File: config.mk
export PLATFORM = sky130hd
export DESIGN_NAME = shift_unit
export DESIGN_NICKNAME = d
export VERILOG_FILES = /design/src/rtl/shift_unit.sv
export SDC_FILE = /design/constraint.sdc
export NUM_CORES = 1
export LEC_CHECK = 0
export CAP_MARGIN = 10
export CORE_ASPECT_RATIO = 0.9
export CORE_MARGIN = 1.5
export CORE_UTILIZATION = 40
export CTS_CLUSTER_DIAMETER = 200
export DETAILED_ROUTE_END_ITERATION = 6
export DONT_BUFFER_PORTS = 1
export SYNTH_ARGS = -nofsm -noshare
export SYNTH_HDL_FRONTEND = slang
export SYNTH_SLANG_ARGS = --single-unit
File: constraint.sdc
create_clock -name clk -period 3.3 [get_ports clk]
set_input_delay 0.165 -clock clk [delete_from_list [all_inputs] [get_ports clk]]
set_output_delay 0.165 -clock clk [all_outputs]
set_load 0.03 [all_outputs]
File: src/rtl/shift_unit.sv
// WIDTH-bit command-driven shift register: clear, load, shifts, serial-in and rotates.
// Define SHIFT_UNIT_BARREL_EN to finish every shift in one clock instead of one position per clock.
module shift_unit #(
  parameter  int WIDTH = 8,
  localparam int AW    = $clog2(WIDTH)
) (
  input  logic             clk,
  input  logic             rst,
  input  logic             i_start,
  input  logic [2:0]       i_mode,
  input  logic [AW-1:0]    i_amt,
  input  logic [WIDTH-1:0] i_num,
  input  logic             i_sin,
  output logic [WIDTH-1:0] o_Q,
  output logic             o_busy,
  output logic             o_done,
  output logic             o_sout
);

  localparam logic [2:0] MODE_CLR  = 3'b000;
  localparam logic [2:0] MODE_LOAD = 3'b001;
  localparam logic [2:0] MODE_LSR  = 3'b010;
  localparam logic [2:0] MODE_LSL  = 3'b011;
  localparam logic [2:0] MODE_ASR  = 3'b100;
  localparam logic [2:0] MODE_SIN  = 3'b101;
  localparam logic [2:0] MODE_ROR  = 3'b110;
  localparam logic [2:0] MODE_ROL  = 3'b111;
  localparam logic [AW-1:0] ONE    = 1;

  typedef enum logic {S_IDLE, S_SHIFT} state_t;

  state_t           r_state;
  logic [WIDTH-1:0] r_q;
  logic [AW-1:0]    r_cnt;
  logic [2:0]       r_mode;
  logic             r_busy;
  logic             r_done;
  logic             r_sout;

  logic [2:0]       w_mode;
  logic [WIDTH-1:0] w_stepQ;
  logic             w_stepSout;

  // While shifting, the latched mode drives the datapath so live i_mode changes are ignored.
  assign w_mode = (r_state == S_IDLE) ? i_mode : r_mode;

  always_comb begin
    w_stepQ    = r_q;
    w_stepSout = r_q[0];
    case (w_mode)
      MODE_LSR: w_stepQ = {1'b0, r_q[WIDTH-1:1]};
      MODE_ASR: w_stepQ = {r_q[WIDTH-1], r_q[WIDTH-1:1]};
      MODE_SIN: w_stepQ = {i_sin, r_q[WIDTH-1:1]};
      MODE_ROR: w_stepQ = {r_q[0], r_q[WIDTH-1:1]};
      MODE_LSL: begin
        w_stepQ    = {r_q[WIDTH-2:0], 1'b0};
        w_stepSout = r_q[WIDTH-1];
      end
      MODE_ROL: begin
        w_stepQ    = {r_q[WIDTH-2:0], r_q[WIDTH-1]};
        w_stepSout = r_q[WIDTH-1];
      end
      default: w_stepQ = r_q;
    endcase
  end

`ifdef SHIFT_UNIT_BARREL_EN
  logic [WIDTH-1:0]   w_barQ;
  logic               w_barSout;
  logic [2*WIDTH-1:0] w_rorWide;
  logic [2*WIDTH-1:0] w_rolWide;
  logic [WIDTH-1:0]   w_fill;

  // Rotates come from a doubled copy of Q; the fill mask covers the top i_amt bits for SIN.
  always_comb begin
    w_rorWide = {r_q, r_q} >> i_amt;
    w_rolWide = {r_q, r_q} << i_amt;
    w_fill    = ~({WIDTH{1'b1}} >> i_amt);
    w_barQ    = r_q;
    w_barSout = r_q[i_amt - ONE];
    case (i_mode)
      MODE_LSR: w_barQ = r_q >> i_amt;
      MODE_ASR: w_barQ = $unsigned($signed(r_q) >>> i_amt);
      MODE_SIN: w_barQ = (r_q >> i_amt) | (i_sin ? w_fill : '0);
      MODE_ROR: w_barQ = w_rorWide[WIDTH-1:0];
      MODE_LSL: begin
        w_barQ    = r_q << i_amt;
        w_barSout = r_q[-i_amt];
      end
      MODE_ROL: begin
        w_barQ    = w_rolWide[2*WIDTH-1:WIDTH];
        w_barSout = r_q[-i_amt];
      end
      default: w_barQ = r_q;
    endcase
  end
`endif

  // Command FSM: accept in IDLE, iterate in SHIFT; done is a registered one-cycle pulse.
  always_ff @(posedge clk or posedge rst) begin
    if (rst) begin
      r_state <= S_IDLE;
      r_q     <= '0;
      r_cnt   <= '0;
      r_mode  <= MODE_CLR;
      r_busy  <= 1'b0;
      r_done  <= 1'b0;
      r_sout  <= 1'b0;
    end else begin
      r_done <= 1'b0;
      case (r_state)
        S_IDLE: begin
          if (i_start) begin
            r_mode <= i_mode;
            if (i_mode == MODE_CLR || i_mode == MODE_LOAD) begin
              r_q    <= (i_mode == MODE_LOAD) ? i_num : '0;
              r_sout <= 1'b0;
              r_done <= 1'b1;
            end else if (i_amt == '0) begin
              r_done <= 1'b1;
            end else begin
`ifdef SHIFT_UNIT_BARREL_EN
              r_q    <= w_barQ;
              r_sout <= w_barSout;
              r_done <= 1'b1;
`else
              r_q    <= w_stepQ;
              r_sout <= w_stepSout;
              if (i_amt == ONE) begin
                r_done <= 1'b1;
              end else begin
                r_state <= S_SHIFT;
                r_busy  <= 1'b1;
                r_cnt   <= i_amt - ONE;
              end
`endif
            end
          end
        end
        S_SHIFT: begin
          r_q    <= w_stepQ;
          r_sout <= w_stepSout;
          r_cnt  <= r_cnt - ONE;
          if (r_cnt == ONE) begin
            r_state <= S_IDLE;
            r_busy  <= 1'b0;
            r_done  <= 1'b1;
          end
        end
        default: r_state <= S_IDLE;
      endcase
    end
  end

  assign o_Q    = r_q;
  assign o_busy = r_busy;
  assign o_done = r_done;
  assign o_sout = r_sout;

endmodule
* After elaboration in Yosys (flattened, before gate mapping)
Index checks and enable logic that the tools add are counted.
** Storage, ports and cells
- Input bits :: 18
- Word-level logic and storage cells :: 68
- Register bits after elaboration :: 18
- Output and inout bits :: 11
** Cells by class
- Eq/ne operators :: 15
- Reduce and logical (&&, ||, !) cells :: 8
- Add/sub/neg operators :: 2
- Bitwise operators :: 1
- Mux-type cells :: 35
** Operators with widths (number)
- $pmux W8 S6 :: 1
- $mux W8 :: 4
- $mux W1 :: 19
- $pmux W8 S2 :: 1
- $mux W3 :: 5
- $eq A3 B3 Y1 const B :: 4
- $eq A3 B1 Y1 const B :: 3
- $ne A2 B2 Y1 const B :: 4
- $pmux W1 S2 :: 4
- $eq A3 B2 Y1 const B :: 2
- $logic_not A3 Y1 :: 2
- $pmux W3 S2 :: 1
- $sub A3 B1 Y3 const B :: 2
- $reduce_and A5 Y1 :: 1
- $reduce_and A2 Y1 :: 2
- $reduce_and A4 Y1 :: 1
- $ne A3 B3 Y1 const B :: 1
- $ne A2 B1 Y1 const B :: 1
- $reduce_or A2 Y1 :: 1
- $logic_or A1 B1 Y1 :: 1
- $not A1 Y1 :: 1

* Longest topological paths before layout
- Depth in word-level cells :: 8
- Gate-level depth with buffers :: 6
- Depth with buffers taken out :: 6

* Worst setup path before layout
No wires, ideal clock.
- Kind :: flip-flop to flip-flop
- From :: reg r_state
- To :: reg r_q[2], in the netlist o_Q[2]
- Setup time :: 134 ps
- Period minus slack after synthesis :: 1508 ps
- Stages on the path, launching flop included :: 7
- Buffers on the path :: 2
- Arrival :: 1374 ps
- Data required time :: 3166 ps
- Setup slack :: 1792 ps
- Cell sequence :: dfrtp_1 -> buf_6 -> nand3b_1 -> and2_1 -> buf_2 -> a211o_1 -> o2bb2ai_1
** Between the ends
- Word-level cells in the longest chain between the ends :: 7
- Elaborated cells on any way between the ends :: 16
- Those cells by class :: eq/ne (8); mux (6); bitwise (1); reduce/logical (1)
** RTL lines
- start: declaration :: line 32 : state_t r_state;
- start signal: assignment :: line 102 : r_state <= S_IDLE;
- start signal: assignment :: line 132 : r_state <= S_SHIFT;
- start signal: assignment :: line 145 : r_state <= S_IDLE;
- $mux W3 :: line 45 : assign w_mode = (r_state == S_IDLE) ? i_mode : r_mode;
- $eq A3 B3 Y1 / $eq A3 B2 Y1 (equally long branches) :: line 50 : case (w_mode)
- $pmux W8 S6 :: line 50
- $mux W8 :: line 119 : end else if (i_amt == '0) begin
- $mux W8 :: line 115 : if (i_mode == MODE_CLR || i_mode == MODE_LOAD) begin
- $mux W8 :: line 113 : if (i_start) begin
- $pmux W8 S2 :: line 111 : case (r_state)
- end signal: assignment :: line 116 : r_q <= (i_mode == MODE_LOAD) ? i_num : '0;
- end signal: assignment :: line 127 : r_q <= w_stepQ;
- end signal: assignment :: line 141 : r_q <= w_stepQ;
- end: declaration :: line 33 : logic [WIDTH-1:0] r_q;
Parallel ways exist; a longest one is shown, timed or not. The select of a mux whose other input is x is not followed.
A chain may end at the register's enable or synchronous reset.

* Worst setup path after layout
- From :: reg r_state
- To :: reg r_q[3], in the netlist o_Q[3]
Same word-level chain as after synthesis.

==> results by group <==
Floorplan
  • Die area: 3430 um^2
  • # IOs: 29
  • Initial core utilization: 43.52%
  • Die H: 55.71 um
  • CORE AREA: 2838 um^2
  • Die span in x: 61.57 um
  • Row cnt: 18

Placed design
  • Detailed Place HPWL: 2071 um
  • # port buffers: 0
  • Placed inst area: 1264 um^2
  • Pre-CTS setup slack: 1.430 ns
  • Routability cong.: 0.7721

Final layout
  • Register area: 450.4 um^2
  • Commonest non-fill, non-tap cell in the layout: dfrtp_1
  • Core Util, Final: 48.50%
  • Footprint of the multi-input gates: 714.4 um^2
  • P&R area growth vs syn: 11.45%
  • Layout cells sized above 1: 9.630%
  • Design area: 1376 um^2
  • # fillers: 275
  • Most frequent cells in the layout: 18 x dfrtp_1, 12 x inv_1, 10 x mux2i_1, 9 x dlygate4sd3_1, 7 x nand2_1
  • Ant. Diodes: 0
  • Nets: 160

Detailed routing
  • DR pass1 iterations: 4
  • Initial DRC Count: 39
  • Drt wl/cell: 16.18 um
  • DR vias: 1,002
  • DR vias/cell: 5.726
  • Remaining DRCs: 0
  • Routed wire length: 2831 um
  • Routed Antenna Nets: 0

Setup path
  • Worst-path cell chain: nand3b_1, and2_1, mux2i_1, o221ai_1
  • Critical Path End Type: register
  • Critical path data arrival time: 2.05 ns
  • CP peak stage delay: 0.76 ns
  • Max FO, Critical Path: 19
  • Slowest cell on the critical path: dfrtp_1
  • Startpoint types: register
  • Critical Path RT: 3.44 ns
  • Setup CP Type: reg2reg

Logic synthesis
  • Post-Syn Area: 1235 um^2
  • Top FF cell, synth: dfrtp_1
  • YS warnings: 0
  • Syn_nets: 149
  • Distinct cells, synth: 45
  • Register area share after synthesis: 36.47%
  • #FFs+latches synth: 18
  • Cells after synthesis: 126
  • Mean Syn Cell Area: 9.801 um^2
  • Post-synth EDFFs: 0
  • Synth async-reset ratio: 100.0%

Clocking
  • Clock root buffer: clkbuf_4
  • Clock sink count: 18
  • Clk buf depth: 2
  • Post-cts resize count: 0
  • Clock latency on the worst-skew pair: 0.29 ns
  • TritonCTS Buffers: 3
  • Clk slew on worst S/H paths: 0.09 ns
  • CTS tree: built
  • H-Tree Depth: 1

GRT
  • First-pass GRT wire length: 4574 um
  • Initial antenna violation count: 0
  • Gr ovfl total: 0
  • Vias in the first global route: 980
  • GRT Overall Usage: 17.41%
  • Largest net degree at the start of global routing: 20

Timing
  • RSZ-0062 raised after global routing: false
  • Period minus WS final: 1.915 ns
  • Final Hold Fails: 0
  • Slew margin rel.: 50.72%
  • Final period util: 58.03%
  • Achievable Freq: 522.2 MHz
  • Setup TNS: 0 ns
  • Final worst slack: 1.385 ns
  • Slew Limit Fails: 0
  • Least-Margin Pin Slew: 0.7384 ns
  • Worst Clk Skew: 0.01117 ns
  • Setup Viol. Count Final: 0

Run status
  • Run status: finished, final reports clean

Power and ir drop
  • Switching power: 515.6 uW
  • Part of the power in registers: 48.5%
  • Int Pwr: 594.6 uW
  • Clock power share: 9.8%
  • Combinational power share: 41.7%
  • Pwr Total: 1110 uW
  • VDD IR max: 0.3879 mV
  • Leak Pwr: 0.0005971 uW
  • Switch share: 46.44%
  • P per Cell Area: 806.6 nW/um^2

Job
  • MaxCap Viol Count: 0

Hold path
  • Worst min path class: in2reg
power by group through the flow:
stage | Clock, uW | Combinational, uW | Sequential, uW
final | 109 | 463 | 538
after global routing | 123 | 517 | 554
after CTS | 116 | 461 | 535
after detailed placement | 0 | 454 | 541
after global placement | 0 | 444 | 538
after floorplan | 0 | 415 | 490
kinds of logic after synthesis:
logic type,after synthesis,share of synthesized area (%)
muxes,16,13.58
adders and majority gates,5,5.066
DFF,18,36.47
buffers and inverters,16,5.673
and+or+nand+nor,40,19.96
xor gates and xnor gates,1,0.7093
AOI/OAI and AO/OA,30,18.54
synth_stat cells (3+ instances only):
| master | number | area [um^2] |
|---|---|---|
| a21oi_1 | 5 | 25.02 |
| inv_1 | 12 | 45.04 |
| nand3b_1 | 3 | 22.52 |
| o221ai_1 | 5 | 43.79 |
| dfrtp_1 | 18 | 450.4 |
| ha_1 | 5 | 62.56 |
| mux2_2 | 5 | 56.30 |
| nor2_1 | 4 | 15.01 |
| nand3_1 | 5 | 25.02 |
| o21a_1 | 4 | 30.03 |
| nor3_1 | 6 | 30.03 |
| nand2_1 | 7 | 26.28 |
| o21ai_0 | 4 | 20.02 |
| mux2i_1 | 10 | 100.1 |
sequential cells by signal, indices dropped and copies added, names as in the netlist:
name and count:
o_sout 1, o_Q 8, o_done 1, o_busy 1, r_mode 3, r_state 1
r_cnt 3
layout make-up:
class,count,share of cell area [%]
clock buffer,3,1.636
inverter,13,3.545
multi-input combinational,92,51.91
sequential,18,32.73
tap,40,3.636
timing repair buffer,9,6.545
metrics by stage:
| step | hold WS [ns] | instances |
|---|---|---|
| floorplan | 0.1036 | 126 |
| global placement | 0.2046 | 163 |
| detailed placement | 0.2232 | 163 |
| CTS | 0.0003706 | 172 |
| global route | 0.09013 | 175 |
| finish | 0.09128 | 175 |
metal layers:
layer  GRT usage [%]  routed length (um)  up-vias
li1                -                   -      488
met1           21.56                1263      488
met2           29.17                1438       24
met3           5.116                 114        2
met4           3.951                  15        0
met5               0                   0        -
path summary, 6_finish.rpt:
kind / start / end / slack, ns / cells after the start
min: i_amt[2] / o_done / 0.09 / 2
max: r_state / o_Q[3] / 1.38 / 4
min reg2reg: r_cnt[0] / r_cnt[0] / 0.53 / 1
max reg2reg: r_state / o_Q[3] / 1.38 / 4
min in group asynchronous: rst / o_Q[2] / 0.43 / 2
max in group asynchronous: rst / o_busy / 2.40 / 2
critical path: cells and delay by family (launching register included):
family | cells | cell delay (ns)
multiplexers | 1 | 0.23
flip-flops | 1 | 0.76
AO/OA/AOI/OAI | 1 | 0.13
AND/OR/NAND/NOR | 2 | 0.65
what timing repair did:
action | 4_1_cts | 5_1_grt
setup buffers | 0 | 0
hold endpoints to repair | 23 | 3
hold buffers | 6 | 3
endpoints found under the setup margin | 0 | 0
Note: power is estimated with default switching activity, not from simulation.
